File: config.mk
export PLATFORM = sky130hd
export DESIGN_NAME = instr_fetch_stage_flat
export DESIGN_NICKNAME = d
export VERILOG_FILES = /design/src/rtl/instr_fetch_stage_if.sv /design/src/rtl/instr_fetch_stage.sv /design/src/flat_wrapper.sv
export SDC_FILE = /design/constraint.sdc
export NUM_CORES = 1
export LEC_CHECK = 0
export ABC_CLOCK_PERIOD_IN_PS = 3400
export BUFFER_PORTS_ARGS = -buffer_cell sky130_fd_sc_hd__buf_2
export CAP_MARGIN = 5
export CORE_UTILIZATION = 40
export DETAILED_ROUTE_END_ITERATION = 8
export SLEW_MARGIN = 20
export SYNTH_ARGS = -nofsm -noshare
export SYNTH_HDL_FRONTEND = slang
export SYNTH_SLANG_ARGS = --single-unit
File: constraint.sdc
create_clock -name clk -period 3.4 [get_ports clk]
set_input_delay 1.02 -clock clk [delete_from_list [all_inputs] [get_ports clk]]
set_output_delay 1.02 -clock clk [all_outputs]
set_load 0.01 [all_outputs]
File: src/rtl/instr_fetch_stage_if.sv
// Bus bundle for the IF stage.
// Carries the loader byte stream, the HDU/branch control inputs and the
// IF/ID, status and performance outputs. The master modport is the
// surrounding pipeline/loader side. The slave modport is the fetch stage.
interface instr_fetch_stage_if #(
  parameter int DATA_W = 8,
  parameter int PC_W   = 3
);
  logic              load_valid;
  logic [DATA_W-1:0] load_data;
  logic              stall;
  logic              br_taken;
  logic [PC_W-1:0]   br_target;
  logic [DATA_W-1:0] if_id_instr;
  logic [PC_W-1:0]   if_id_pc;
  logic              if_id_valid;
  logic              running;
  logic              halted;
  logic [PC_W:0]     prog_len;
  logic [7:0]        perf_fetch;
  logic [7:0]        perf_stall;

  modport master (
    output load_valid, load_data, stall, br_taken, br_target,
    input  if_id_instr, if_id_pc, if_id_valid, running, halted,
           prog_len, perf_fetch, perf_stall
  );

  modport slave (
    input  load_valid, load_data, stall, br_taken, br_target,
    output if_id_instr, if_id_pc, if_id_valid, running, halted,
           prog_len, perf_fetch, perf_stall
  );
endinterface

File: src/rtl/instr_fetch_stage.sv
// instr_fetch_stage: IF stage of the 8-bit 5-stage pipeline.
// LOAD captures loader bytes into a local program buffer until 8'hFF or a full buffer.
// RUN fetches one instruction per cycle into IF/ID, honouring redirect and then stall.
// HALT is terminal until reset.
// Optional feature macro: FETCH_PERF_EN. It enables the saturating
// perf_fetch/perf_stall counters. When it is undefined, both outputs read 8'h00.
module instr_fetch_stage #(
  parameter int DATA_W = 8,
  parameter int DEPTH  = 8,
  parameter int PC_W   = 3
) (
  input  logic               clk,
  input  logic               rst,
  instr_fetch_stage_if.slave bus
);

  typedef enum logic [1:0] {
    ST_LOAD = 2'b00,
    ST_RUN  = 2'b01,
    ST_HALT = 2'b10
  } state_e;

  localparam logic [DATA_W-1:0] END_BYTE = {DATA_W{1'b1}};
  localparam logic [PC_W:0]     DEPTH_L  = (PC_W + 1)'(DEPTH);
  localparam logic [PC_W:0]     LEN_ONE  = (PC_W + 1)'(1'b1);
  localparam logic [PC_W-1:0]   PTR_ONE  = PC_W'(1'b1);

  // pc is one bit wider than the buffer index so it can reach prog_len
  // (up to DEPTH) without wrapping back into the program.
  state_e            state_r, state_nxt_s;
  logic [PC_W-1:0]   wr_ptr_r, wr_ptr_nxt_s;
  logic [PC_W:0]     prog_len_r, prog_len_nxt_s;
  logic [PC_W:0]     pc_r, pc_nxt_s;
  logic [DATA_W-1:0] if_id_instr_r, if_id_instr_nxt_s;
  logic [PC_W-1:0]   if_id_pc_r, if_id_pc_nxt_s;
  logic              if_id_valid_r, if_id_valid_nxt_s;
  logic              running_r, halted_r;
  logic              mem_we_s;
  logic [DATA_W-1:0] mem_r [DEPTH];

  // Next-state and datapath selection: LOAD capture, RUN priority (redirect > stall > fetch > halt).
  always_comb begin
    state_nxt_s       = state_r;
    wr_ptr_nxt_s      = wr_ptr_r;
    prog_len_nxt_s    = prog_len_r;
    pc_nxt_s          = pc_r;
    if_id_instr_nxt_s = if_id_instr_r;
    if_id_pc_nxt_s    = if_id_pc_r;
    if_id_valid_nxt_s = if_id_valid_r;
    mem_we_s          = 1'b0;
    case (state_r)
      ST_LOAD: begin
        if_id_valid_nxt_s = 1'b0;
        if (bus.load_valid) begin
          if (bus.load_data == END_BYTE) begin
            state_nxt_s = ST_RUN;
          end else begin
            mem_we_s       = 1'b1;
            wr_ptr_nxt_s   = wr_ptr_r + PTR_ONE;
            prog_len_nxt_s = prog_len_r + LEN_ONE;
            // The byte that fills the buffer also starts execution.
            if (prog_len_r == (DEPTH_L - LEN_ONE)) begin
              state_nxt_s = ST_RUN;
            end else begin
              state_nxt_s = ST_LOAD;
            end
          end
        end else begin
          state_nxt_s = ST_LOAD;
        end
      end
      ST_RUN: begin
        if (bus.br_taken) begin
          pc_nxt_s          = {1'b0, bus.br_target};
          if_id_instr_nxt_s = {DATA_W{1'b0}};
          if_id_valid_nxt_s = 1'b0;
        end else if (bus.stall) begin
          pc_nxt_s          = pc_r;
        end else if (pc_r < prog_len_r) begin
          if_id_instr_nxt_s = mem_r[pc_r[PC_W-1:0]];
          if_id_pc_nxt_s    = pc_r[PC_W-1:0];
          if_id_valid_nxt_s = 1'b1;
          pc_nxt_s          = pc_r + LEN_ONE;
        end else begin
          if_id_instr_nxt_s = {DATA_W{1'b0}};
          if_id_valid_nxt_s = 1'b0;
          state_nxt_s       = ST_HALT;
        end
      end
      ST_HALT: begin
        if_id_valid_nxt_s = 1'b0;
      end
      default: begin
        state_nxt_s       = ST_LOAD;
        if_id_valid_nxt_s = 1'b0;
      end
    endcase
  end

  // State, pointers and IF/ID register; synchronous reset returns to LOAD.
  always_ff @(posedge clk) begin
    if (rst) begin
      state_r       <= ST_LOAD;
      wr_ptr_r      <= {PC_W{1'b0}};
      prog_len_r    <= {(PC_W + 1){1'b0}};
      pc_r          <= {(PC_W + 1){1'b0}};
      if_id_instr_r <= {DATA_W{1'b0}};
      if_id_pc_r    <= {PC_W{1'b0}};
      if_id_valid_r <= 1'b0;
      running_r     <= 1'b0;
      halted_r      <= 1'b0;
    end else begin
      state_r       <= state_nxt_s;
      wr_ptr_r      <= wr_ptr_nxt_s;
      prog_len_r    <= prog_len_nxt_s;
      pc_r          <= pc_nxt_s;
      if_id_instr_r <= if_id_instr_nxt_s;
      if_id_pc_r    <= if_id_pc_nxt_s;
      if_id_valid_r <= if_id_valid_nxt_s;
      running_r     <= (state_nxt_s == ST_RUN);
      halted_r      <= (state_nxt_s == ST_HALT);
    end
  end

  // Program buffer write port; contents deliberately survive reset.
  always_ff @(posedge clk) begin
    if (mem_we_s && !rst) begin
      mem_r[wr_ptr_r] <= bus.load_data;
    end
  end

  assign bus.if_id_instr = if_id_instr_r;
  assign bus.if_id_pc    = if_id_pc_r;
  assign bus.if_id_valid = if_id_valid_r;
  assign bus.running     = running_r;
  assign bus.halted      = halted_r;
  assign bus.prog_len    = prog_len_r;

`ifdef FETCH_PERF_EN
  logic       fetch_evt_s;
  logic       stall_evt_s;
  logic [7:0] perf_fetch_r;
  logic [7:0] perf_stall_r;

  assign fetch_evt_s = (state_r == ST_RUN) && !bus.br_taken && !bus.stall &&
                       (pc_r < prog_len_r);
  assign stall_evt_s = (state_r == ST_RUN) && bus.stall && !bus.br_taken;

  // Saturating fetch and stall counters.
  always_ff @(posedge clk) begin
    if (rst) begin
      perf_fetch_r <= 8'h00;
      perf_stall_r <= 8'h00;
    end else begin
      if (fetch_evt_s && (perf_fetch_r != 8'hFF)) begin
        perf_fetch_r <= perf_fetch_r + 8'h01;
      end
      if (stall_evt_s && (perf_stall_r != 8'hFF)) begin
        perf_stall_r <= perf_stall_r + 8'h01;
      end
    end
  end

  assign bus.perf_fetch = perf_fetch_r;
  assign bus.perf_stall = perf_stall_r;
`else
  assign bus.perf_fetch = 8'h00;
  assign bus.perf_stall = 8'h00;
`endif

endmodule

File: src/flat_wrapper.sv
// flat-port wrapper written by rule: the top's interface ports become plain ports
module instr_fetch_stage_flat 
#(
  parameter int DATA_W = 8,
  parameter int DEPTH  = 8,
  parameter int PC_W   = 3
)
  (clk, rst, bus_load_valid, bus_load_data, bus_stall, bus_br_taken, bus_br_target, bus_if_id_instr, bus_if_id_pc, bus_if_id_valid, bus_running, bus_halted, bus_prog_len, bus_perf_fetch, bus_perf_stall);
  instr_fetch_stage_if #(.DATA_W(DATA_W), .PC_W(PC_W)) bus_i ();
  input  logic clk;
  input  logic rst;
  input wire logic [$bits(bus_i.load_valid)-1:0] bus_load_valid;
  input wire logic [$bits(bus_i.load_data)-1:0] bus_load_data;
  input wire logic [$bits(bus_i.stall)-1:0] bus_stall;
  input wire logic [$bits(bus_i.br_taken)-1:0] bus_br_taken;
  input wire logic [$bits(bus_i.br_target)-1:0] bus_br_target;
  output wire logic [$bits(bus_i.if_id_instr)-1:0] bus_if_id_instr;
  output wire logic [$bits(bus_i.if_id_pc)-1:0] bus_if_id_pc;
  output wire logic [$bits(bus_i.if_id_valid)-1:0] bus_if_id_valid;
  output wire logic [$bits(bus_i.running)-1:0] bus_running;
  output wire logic [$bits(bus_i.halted)-1:0] bus_halted;
  output wire logic [$bits(bus_i.prog_len)-1:0] bus_prog_len;
  output wire logic [$bits(bus_i.perf_fetch)-1:0] bus_perf_fetch;
  output wire logic [$bits(bus_i.perf_stall)-1:0] bus_perf_stall;
  assign bus_i.load_valid = bus_load_valid;
  assign bus_i.load_data = bus_load_data;
  assign bus_i.stall = bus_stall;
  assign bus_i.br_taken = bus_br_taken;
  assign bus_i.br_target = bus_br_target;
  assign bus_if_id_instr = bus_i.if_id_instr;
  assign bus_if_id_pc = bus_i.if_id_pc;
  assign bus_if_id_valid = bus_i.if_id_valid;
  assign bus_running = bus_i.running;
  assign bus_halted = bus_i.halted;
  assign bus_prog_len = bus_i.prog_len;
  assign bus_perf_fetch = bus_i.perf_fetch;
  assign bus_perf_stall = bus_i.perf_stall;
  instr_fetch_stage #(.DATA_W(DATA_W), .DEPTH(DEPTH), .PC_W(PC_W)) u_core (.clk(clk), .rst(rst), .bus(bus_i));
endmodule
==> results of run 1 <==
-- critical path, cell delays in order --
cell,delay (ns)
buf_2,0.15
nand4_1,0.24
o21ai_2,0.16
buf_4,0.19
nor3_1,0.53
buf_4,0.27
-- cell usage in the layout, fill, tap and decap left out, drive strengths merged, types with 2 or more instances in the layout --
| cell | Yosys | routed |
|---|---|---|
| nor3b | 2 | 2 |
| dfxtp | 30 | 30 |
| mux2 | 8 | 8 |
| ha | 6 | 6 |
| a21boi | 2 | 2 |
| nor3 | 5 | 5 |
| mux2i | 3 | 3 |
| conb | 1 | 16 |
| nand3 | 6 | 6 |
| o31ai | 2 | 2 |
| nand2b | 2 | 2 |
| or3 | 2 | 2 |
| or3b | 2 | 2 |
| a31oi | 2 | 2 |
| xor2 | 3 | 3 |
| nand2 | 8 | 8 |
| clkbuf | 7 | 10 |
| buf | 19 | 46 |
| inv | 5 | 7 |
| or4 | 2 | 2 |
| o211ai | 6 | 6 |
| nand4 | 2 | 2 |
| nor2b | 3 | 3 |
| a21oi | 12 | 12 |
| a22o | 8 | 8 |
| mux4 | 16 | 16 |
| o21ai | 8 | 8 |
| bufinv | 0 | 3 |
| nor2 | 14 | 14 |
| nor4 | 2 | 2 |
| a211oi | 2 | 2 |
| edfxtp | 64 | 64 |
-- power groups by stage --
stage               Clock, mW  Sequential, mW  Combinational, mW
floorplan                   0            1.27             0.0828
global placement            0            1.27              0.114
detailed placement          0            1.27              0.115
CTS                     0.904            1.25              0.116
global route            0.945            1.25              0.129
finish                  0.881            1.25              0.115
-- sequential cells by signal (all words and copies together) (netlist names), named ones only --
register / flops
u_core.bus.if_id_valid: 1
u_core.bus.if_id_instr: 8
u_core.bus.if_id_pc: 3
u_core.bus.prog_len: 4
u_core.wr_ptr_r: 3
u_core.bus.running: 1
u_core.bus.halted: 1
u_core.state_r: 2
u_core.mem_r: 64
u_core.pc_r: 4
-- cell families after synthesis --
group / Yosys count / share of synthesized area
DFF: 94 / 0.636
and+or+nand+nor: 53 / 0.0739
AOI/OAI and AO/OA: 46 / 0.0780
buffers and inverters: 31 / 0.0524
muxes: 27 / 0.131
adders and majority gates: 6 / 0.0189
xor gates and xnor gates: 4 / 0.00884
other: 1 / 0.000946
-- metrics by stage --
step | hold WS, ns | instance area [µm²] | util | power, mW | worst slack (ns)
after floorplan | 0.471 | 4020 | - | 1.36 | 0.535
after global placement | 0.457 | 4260 | 0.453 | 1.39 | 0.563
after detailed placement | 0.459 | 4260 | 0.453 | 1.39 | 0.505
after CTS | 0.485 | 4510 | 0.479 | 2.27 | 0.891
after global routing | 0.506 | 4510 | 0.479 | 2.33 | 0.828
final | 0.475 | 4510 | 0.479 | 2.24 | 0.908
-- routing by layer --
metal,part of all wire,vias up
li1,-,1085
met1,0.49,1126
met2,0.46,49
met3,0.031,12
met4,0.020,0
met5,0,-
-- final timing paths --
path	endpoint
worst max-delay path	u_core.mem_r[3][1]
worst min-delay path	u_core.bus.if_id_instr[0]
worst max register to register	u_core.mem_r[3][1]
worst min register to register	u_core.bus.if_id_instr[0]
-- final cells by class --
cell class                 count  share of cell area
multi-input combinational    152               0.288
clock buffer                  10              0.0283
sequential                    94               0.560
clock inverter                 6              0.0258
inverter                       5             0.00417
tap                          129              0.0358
timing repair buffer          46              0.0583
==> results.py, run 1 <==
metrics = {
    "outcome": {
        "status": "complete, no violations",
    },
    "cells_and_area": {
        "fill_cells": 843,
        "fin_nets": 330,
        "multi_input_area_mm2": 0.00130,
        "num_antenna_cells": 0,
        "final_cell_count_no_fill": 442,
        "areaGrowthSynthToFinish_pct": 13.7,
        "drive_gt1_frac": 0.252,
        "seqCellArea_mm2": 0.00252,
    },
    "worst_setup_path": {
        "critPathLaunch": "bus_load_data[2]",
        "worstReg2RegStart": "u_core.state_r[0]",
        "start_kind": "primary input",
        "critical_path_required_ns": 3.47,
        "rr_worst_depth": 5,
        "crit_arrival_ns": 2.56,
        "path_class": "in2reg",
        "critPathMaxFanout": 9,
        "r2r_setup_slack_ns": 1.31,
        "end_kind": "flop",
    },
    "synthesis": {
        "synth_top_area_share": 0.485,
        "synthCells": 262,
        "async_flop_share": 0,
        "synth_flop_cell": "edfxtp_1",
        "yosys_register_bits": 94,
        "synth_cell_types": 45,
        "synth_most_common_cell": "edfxtp_1",
        "synth-edff-count": 64,
        "ys_warn_count": 0,
        "seq_area_frac_synth": 0.636,
        "yosys-top-cells-area": "edfxtp_1, dfxtp_1, mux4_1",
        "yosysTopAreaCell": "edfxtp_1",
        "syn_area_mm2": 0.00396,
        "syn_area_per_cell_um2": 15.1,
        "synth_common_cells": "edfxtp_1, dfxtp_1, buf_4",
    },
    "sta": {
        "tns_ns": 0,
        "setup_viol": 0,
        "period_needed_ns": 2.49,
        "hold_viol": 0,
        "worst_pin_slew_ns": 0.812,
        "rsz0062_at_grt": "no",
        "slew_headroom": 0.457,
        "finClkSkew_ns": 0.0125,
        "drv_slew": 0,
        "fin_crit_sh": 0.733,
        "clock.fmax_ghz": 0.401,
    },
    "floorplan": {
        "fp-row-count": 35,
        "fp.dieW_um": 102,
        "dieHeight_um": 102,
        "fp.dieArea_mm2": 0.0103,
        "pin_count": 50,
        "core_region_area_mm2": 0.00942,
        "start_util": 0.421,
    },
    "power_and_ir_drop": {
        "intPower_mw": 1.77,
        "combinationalPowerShare": 0.051,
        "p_clk_frac": 0.393,
        "p_sw_mw": 0.471,
        "leakage_nw": 1.62,
        "seqPwrFrac": 0.556,
        "vdd_drop_max_uv": 177,
        "p_sw_frac": 0.210,
        "power.density_mw_per_mm2": 498,
    },
    "hold_path": {
        "min_path_cells": 1,
        "worst_hold_path_type": "reg2reg",
        "hold_path_startpoint": "u_core.bus.if_id_instr[0]",
    },
    "route": {
        "drtIter0Drc": 147,
        "drt_wl_total_um": 7340,
        "post_drt_via_cell_ratio": 5.14,
        "detail_route.wl_per_cell_um": 16.6,
        "num_vias": 2272,
        "drc_errors": 0,
        "dr.pass1.iters": 4,
        "postRouteAntennaNets": 0,
    },
    "global_route": {
        "grt_usage": 0.157,
        "busiest_layer": "met2",
        "grt_pass1_vias": 2113,
        "grt.met3_usage": 0.0283,
        "antenna_found_initial": 0,
        "grt_max_degree": 18,
        "grt_pass1_wl_um": 11500,
        "grt.overflow.total": 0,
        "grtUsageMet1": 0.225,
        "grtUsageMet2": 0.230,
    },
    "clock_tree": {
        "clkSlewWorstSetupHoldPaths_ns": 0.08,
        "clockBufferDepth": 2,
        "post_cts_buffers": 0,
        "clk_latency_ns": 0.36,
        "cts_sinks": 94,
        "cts_resized": 0,
        "clockRootBuffer": "clkbuf_8",
        "cts_hold_buffers": 0,
        "cts_inserted_buffers": 9,
        "cts_tree": "yes",
        "cts_max_level": 3,
    },
    "job": {
        "maxCapViolCount": 0,
    },
    "place": {
        "dpl.cell_count": 426,
        "port_buffers": 33,
        "gp_congestion": 0.799,
        "dpl.hpwl_um": 5040,
    },
}
Note: power is estimated with default switching activity, not from simulation.
==> run 2: changes to the inputs <==
Settings changed: ABC_CLOCK_PERIOD_IN_PS 3400 to 2100.
Clock period 3.4 ns to 2.1 ns, I/O delays scaled along.
==> run 2 against run 1 <==
Effect of this change:
- flip-flop and latch count did not move
- design area rose by 2.1%
- non-clock buffer count rose by 14
- final cell count rose by 3.2%
- clock power rose by 29%
- critical path type is now reg2reg
- critical endpoint is now u_core.pc_r[3]
==> results.py, run 2 (synthesis gave the netlist of run 1 again) <==
metrics = {
    "floorplan": {
        "fp.dieArea_mm2": 0.0103,
        "pin_count": 50,
        "fp.dieW_um": 102,
        "start_util": 0.421,
        "core_region_area_mm2": 0.00942,
        "dieHeight_um": 102,
        "fp-row-count": 35,
    },
    "cells_and_area": {
        "fin_nets": 344,
        "final_area_mm2": 0.00460,
        "num_antenna_cells": 0,
        "layout_commonest_cell": "edfxtp_1",
        "areaGrowthSynthToFinish_pct": 16.1,
        "drive_gt1_frac": 0.303,
        "largest_register": "u_core.mem_r",
        "largest_register_ffs": 64,
        "final_cell_mix": "edfxtp_1, buf_2, dfxtp_1, buf_4, conb_1",
    },
    "route": {
        "detail_route.wl_per_cell_um": 17.5,
        "drtIter0Drc": 105,
        "postRouteAntennaNets": 0,
        "num_vias": 2362,
        "drt_wl_total_um": 7970,
        "post_drt_via_cell_ratio": 5.18,
        "dr.pass1.iters": 4,
        "drc_errors": 0,
    },
    "place": {
        "port_buffers": 33,
        "dpl.hpwl_um": 5470,
        "gp_congestion": 0.789,
        "postPlaceCellArea_mm2": 0.00440,
    },
    "job": {
        "maxCapViolCount": 0,
    },
    "worst_setup_path": {
        "critPathMaxFanout": 5,
        "rr_worst_depth": 6,
        "critical_path_required_ns": 2.38,
        "start_kind": "flop",
        "end_kind": "flop",
        "path_class": "reg2reg",
        "crit_arrival_ns": 2.26,
    },
    "sta": {
        "hold_viol": 0,
        "fin_crit_sh": 0.943,
        "slew_headroom": 0.451,
        "rsz0062_at_grt": "no",
        "setup_viol": 0,
        "clock.fmax_ghz": 0.505,
        "drv_slew": 0,
        "worst_pin_slew_ns": 0.820,
        "period_needed_ns": 1.98,
        "tns_ns": 0,
        "finClkSkew_ns": 0.0142,
    },
    "global_route": {
        "grt_pass1_wl_um": 12400,
        "grt_max_degree": 21,
        "grt.overflow.total": 0,
        "grt_usage": 0.169,
        "grt_pass1_vias": 2257,
        "antenna_found_initial": 0,
    },
    "clock_tree": {
        "cts_max_level": 3,
        "cts_sinks": 94,
        "clk_latency_ns": 0.36,
        "cts_tree": "yes",
        "clockRootBuffer": "clkbuf_8",
        "clockBufferDepth": 2,
        "clkSlewWorstSetupHoldPaths_ns": 0.09,
        "cts_inserted_buffers": 9,
        "post_cts_buffers": 0,
    },
    "power_and_ir_drop": {
        "total_power_mw": 3.38,
        "leakage_nw": 1.66,
        "power.density_mw_per_mm2": 735,
        "vdd_drop_max_uv": 325,
    },
    "hold_path": {
        "worst_hold_path_type": "reg2reg",
        "min_path_cells": 1,
    },
    "outcome": {
        "status": "complete, no violations",
    },
}
-- run 2: cell types whose count changed in the layout (fill, tap and decap cells not counted), moves of 2 or more --
cell | before | now
buf_12 | 0 | 2
buf_4 | 13 | 25
inv_8 | 0 | 2
bufinv_16 | 3 | 0
-- run 2: final timing paths --
| check | start | endpoint | slack, ns |
|---|---|---|---|
| worst min register to register | u_core.bus.if_id_instr[0] | u_core.bus.if_id_instr[0] | 0.48 |
| worst max-delay path | u_core.bus.prog_len[3] | u_core.pc_r[3] | 0.12 |
| worst max register to register | u_core.bus.prog_len[3] | u_core.pc_r[3] | 0.12 |
| worst min-delay path | u_core.bus.if_id_instr[0] | u_core.bus.if_id_instr[0] | 0.48 |
-- run 2: power by group --
group | internal (mW) | switching, mW
combinational | 0.0880 | 0.131
clock | 0.458 | 0.685
sequential | 2.00 | 0.0203
total | 2.55 | 0.836
-- run 2: per-layer routing --
layer  routed length [µm]  vias up  track usage
met3                  243       14       0.0269
met4                  152        0       0.0792
li1                     -     1120            -
met1                 3820     1168        0.233
met2                 3760       60        0.261
met5                    0        -            0
-- run 2: final cells by class --
type                       instances  area [µm²]
fill                             833        4810
sequential                        94        2520
multi-input combinational        152        1320
timing repair buffer              60         393
tap                              129         161
clock buffer                       9         124
clock inverter                     7        61.3
inverter                           5        18.8
-- run 2: per-stage QoR --
stage / hold WS (ns) / worst slack [ns] / std cells / utilization
floorplan: 0.471 / -0.0636 / 277 / -
global placement: 0.457 / -0.0750 / 440 / 0.468
detailed placement: 0.460 / -0.148 / 440 / 0.468
CTS: 0.487 / 0.0451 / 456 / 0.487
global route: 0.496 / 0.0455 / 456 / 0.489
finish: 0.483 / 0.120 / 456 / 0.489
-- run 2: what timing repair did --
action,in CTS,in global routing
setup endpoints to repair,0,4
gates resized for setup,0,3
hold buffers,0,0
endpoints found under the hold margin,0,0
-- run 2: critical path, stage by stage, from the launching register on --
cell	delay, ns
dfxtp_1	0.42
inv_1	0.07
ha_1	0.35
a211oi_2	0.27
o21ai_2	0.12
or4_1	0.52
a31oi_1	0.16
==> run 3: changes to the inputs <==
Settings changed: ABC_CLOCK_PERIOD_IN_PS 2100 to 2000.
Clock period 2.1 ns to 2 ns, I/O delays scaled along.
==> run 3 against run 2 <==
Effect of this change:
- clock-buffer cell count did not move
- maximum frequency rose by 6.0%
- global-route usage fell by 0.39 points
- combinational power rose by 6%
- total power rose by 6.1%
- hold slack got worse by 0.027 ns
- largest cell class unchanged
- largest power group unchanged
==> results.py, run 3 (synthesis gave the netlist of run 1 again) <==
metrics = {
    "floorplan": {
        "fp.dieArea_mm2": 0.0103,
        "fp.dieW_um": 102,
        "pin_count": 50,
        "dieHeight_um": 102,
        "core_region_area_mm2": 0.00942,
        "fp-row-count": 35,
        "start_util": 0.421,
    },
    "global_route": {
        "grt.overflow.total": 0,
        "grt_usage": 0.165,
        "grt_max_degree": 21,
        "grt_pass1_vias": 2300,
        "grt_pass1_wl_um": 12200,
        "antenna_found_initial": 0,
    },
    "job": {
        "maxCapViolCount": 0,
    },
    "sta": {
        "clock.fmax_ghz": 0.535,
        "hold_viol": 0,
        "fin_crit_sh": 0.934,
        "tns_ns": 0,
        "setup_viol": 0,
        "worst_pin_slew_ns": 0.876,
        "layout_setup_ws_ns": 0.132,
        "finClkSkew_ns": 0.0141,
        "drv_slew": 0,
        "period_needed_ns": 1.87,
        "slew_headroom": 0.414,
    },
    "worst_setup_path": {
        "critPathMaxFanout": 5,
        "crit_arrival_ns": 2.16,
        "end_kind": "flop",
        "critical_path_required_ns": 2.29,
        "start_kind": "flop",
        "slowest_delay_ns": 0.52,
        "path_class": "reg2reg",
        "critPathSlowestCell": "or4_1",
        "crit_path_cell_trace": "inv_1, ha_1, a211oi_2, o21ai_2, or4_1, a31oi_1",
    },
    "route": {
        "drt_wl_total_um": 7760,
        "detail_route.wl_per_cell_um": 16.6,
        "drtIter0Drc": 87,
        "postRouteAntennaNets": 0,
        "drc_errors": 0,
        "num_vias": 2345,
        "post_drt_via_cell_ratio": 5.03,
        "dr.pass1.iters": 4,
    },
    "clock_tree": {
        "cts_inserted_buffers": 9,
        "clkSlewWorstSetupHoldPaths_ns": 0.09,
        "cts_hold_buffers": 0,
        "cts_tree": "yes",
        "cts_max_level": 3,
        "post_cts_buffers": 0,
        "clk_latency_ns": 0.36,
        "clockRootBuffer": "clkbuf_8",
        "clockBufferDepth": 2,
        "cts_sinks": 94,
        "cts_resized": 0,
    },
    "cells_and_area": {
        "num_antenna_cells": 0,
        "final_cell_mix": "edfxtp_1, buf_4, buf_2, dfxtp_1, conb_1",
        "drive_gt1_frac": 0.329,
        "layout_commonest_cell": "edfxtp_1",
        "fin_nets": 354,
        "final_area_mm2": 0.00470,
        "largest_register_ffs": 64,
        "areaGrowthSynthToFinish_pct": 18.6,
        "largest_register": "u_core.mem_r",
    },
    "power_and_ir_drop": {
        "leakage_nw": 1.72,
        "vdd_drop_max_uv": 325,
        "power.density_mw_per_mm2": 764,
        "total_power_mw": 3.59,
    },
    "place": {
        "gp_congestion": 0.789,
        "port_buffers": 33,
        "dpl.hpwl_um": 5390,
        "place_ws_ns": -0.264,
        "postPlaceCellArea_mm2": 0.00448,
    },
    "outcome": {
        "status": "complete, no violations",
    },
    "hold_path": {
        "worst_hold_path_type": "in2reg",
    },
}
[run 3: cell types whose count changed in the layout (fill, tap and decap cells not counted), sizes merged]
cell	previous run	this run
inv	10	11
clkinv	1	0
buf	60	70
[run 3: worst max-delay path: cells and delay by family, from the launching register on]
family	cells	cell delay (ns)
flops	1	0.34
buf+inv	1	0.05
compound gates	3	0.55
fa+ha+maj	1	0.33
simple gates	1	0.52
[run 3: layout make-up]
cell class              instances  area, µm²
clock buffers                   9        124
clock inverters                 7       70.1
fillers                       830       4710
inverters                       5       18.8
multi-input cells             152       1330
flip-flops and latches         94       2530
well taps                     129        161
repair buffers                 70        468
[run 3: stage by stage]
stage	hold WS [ns]	utilization	instances
after global placement	0.457	0.476	450
after global routing	0.435	0.499	466
after CTS	0.437	0.496	466
after detailed placement	0.462	0.476	450
after floorplan	0.471	-	277
final	0.456	0.499	466
[run 3: layer usage]
| metal | share of wire | up-vias | track usage | routed length (µm) |
|---|---|---|---|---|
| met4 | 0.015 | 0 | 0.0702 | 119 |
| li1 | - | 1138 | - | - |
| met3 | 0.031 | 9 | 0.0297 | 237 |
| met1 | 0.47 | 1152 | 0.216 | 3610 |
| met2 | 0.49 | 46 | 0.269 | 3790 |
| met5 | 0 | - | 0 | 0 |
[run 3: where the power goes]
group,switching [mW],internal (mW)
registers,0.0218,2.10
logic,0.132,0.0976
clock network,0.741,0.496
total,0.895,2.69
[run 3: path summary, 6_finish.rpt]
kind	cells after the start	start	end	slack, ns
worst max-delay path	6	u_core.bus.prog_len[3]	u_core.pc_r[3]	0.13
worst max register to register	6	u_core.bus.prog_len[3]	u_core.pc_r[3]	0.13
worst min register to register	1	u_core.bus.if_id_instr[7]	u_core.bus.if_id_instr[7]	0.48
worst min-delay path	1	bus_load_data[3]	u_core.mem_r[0][3]	0.46
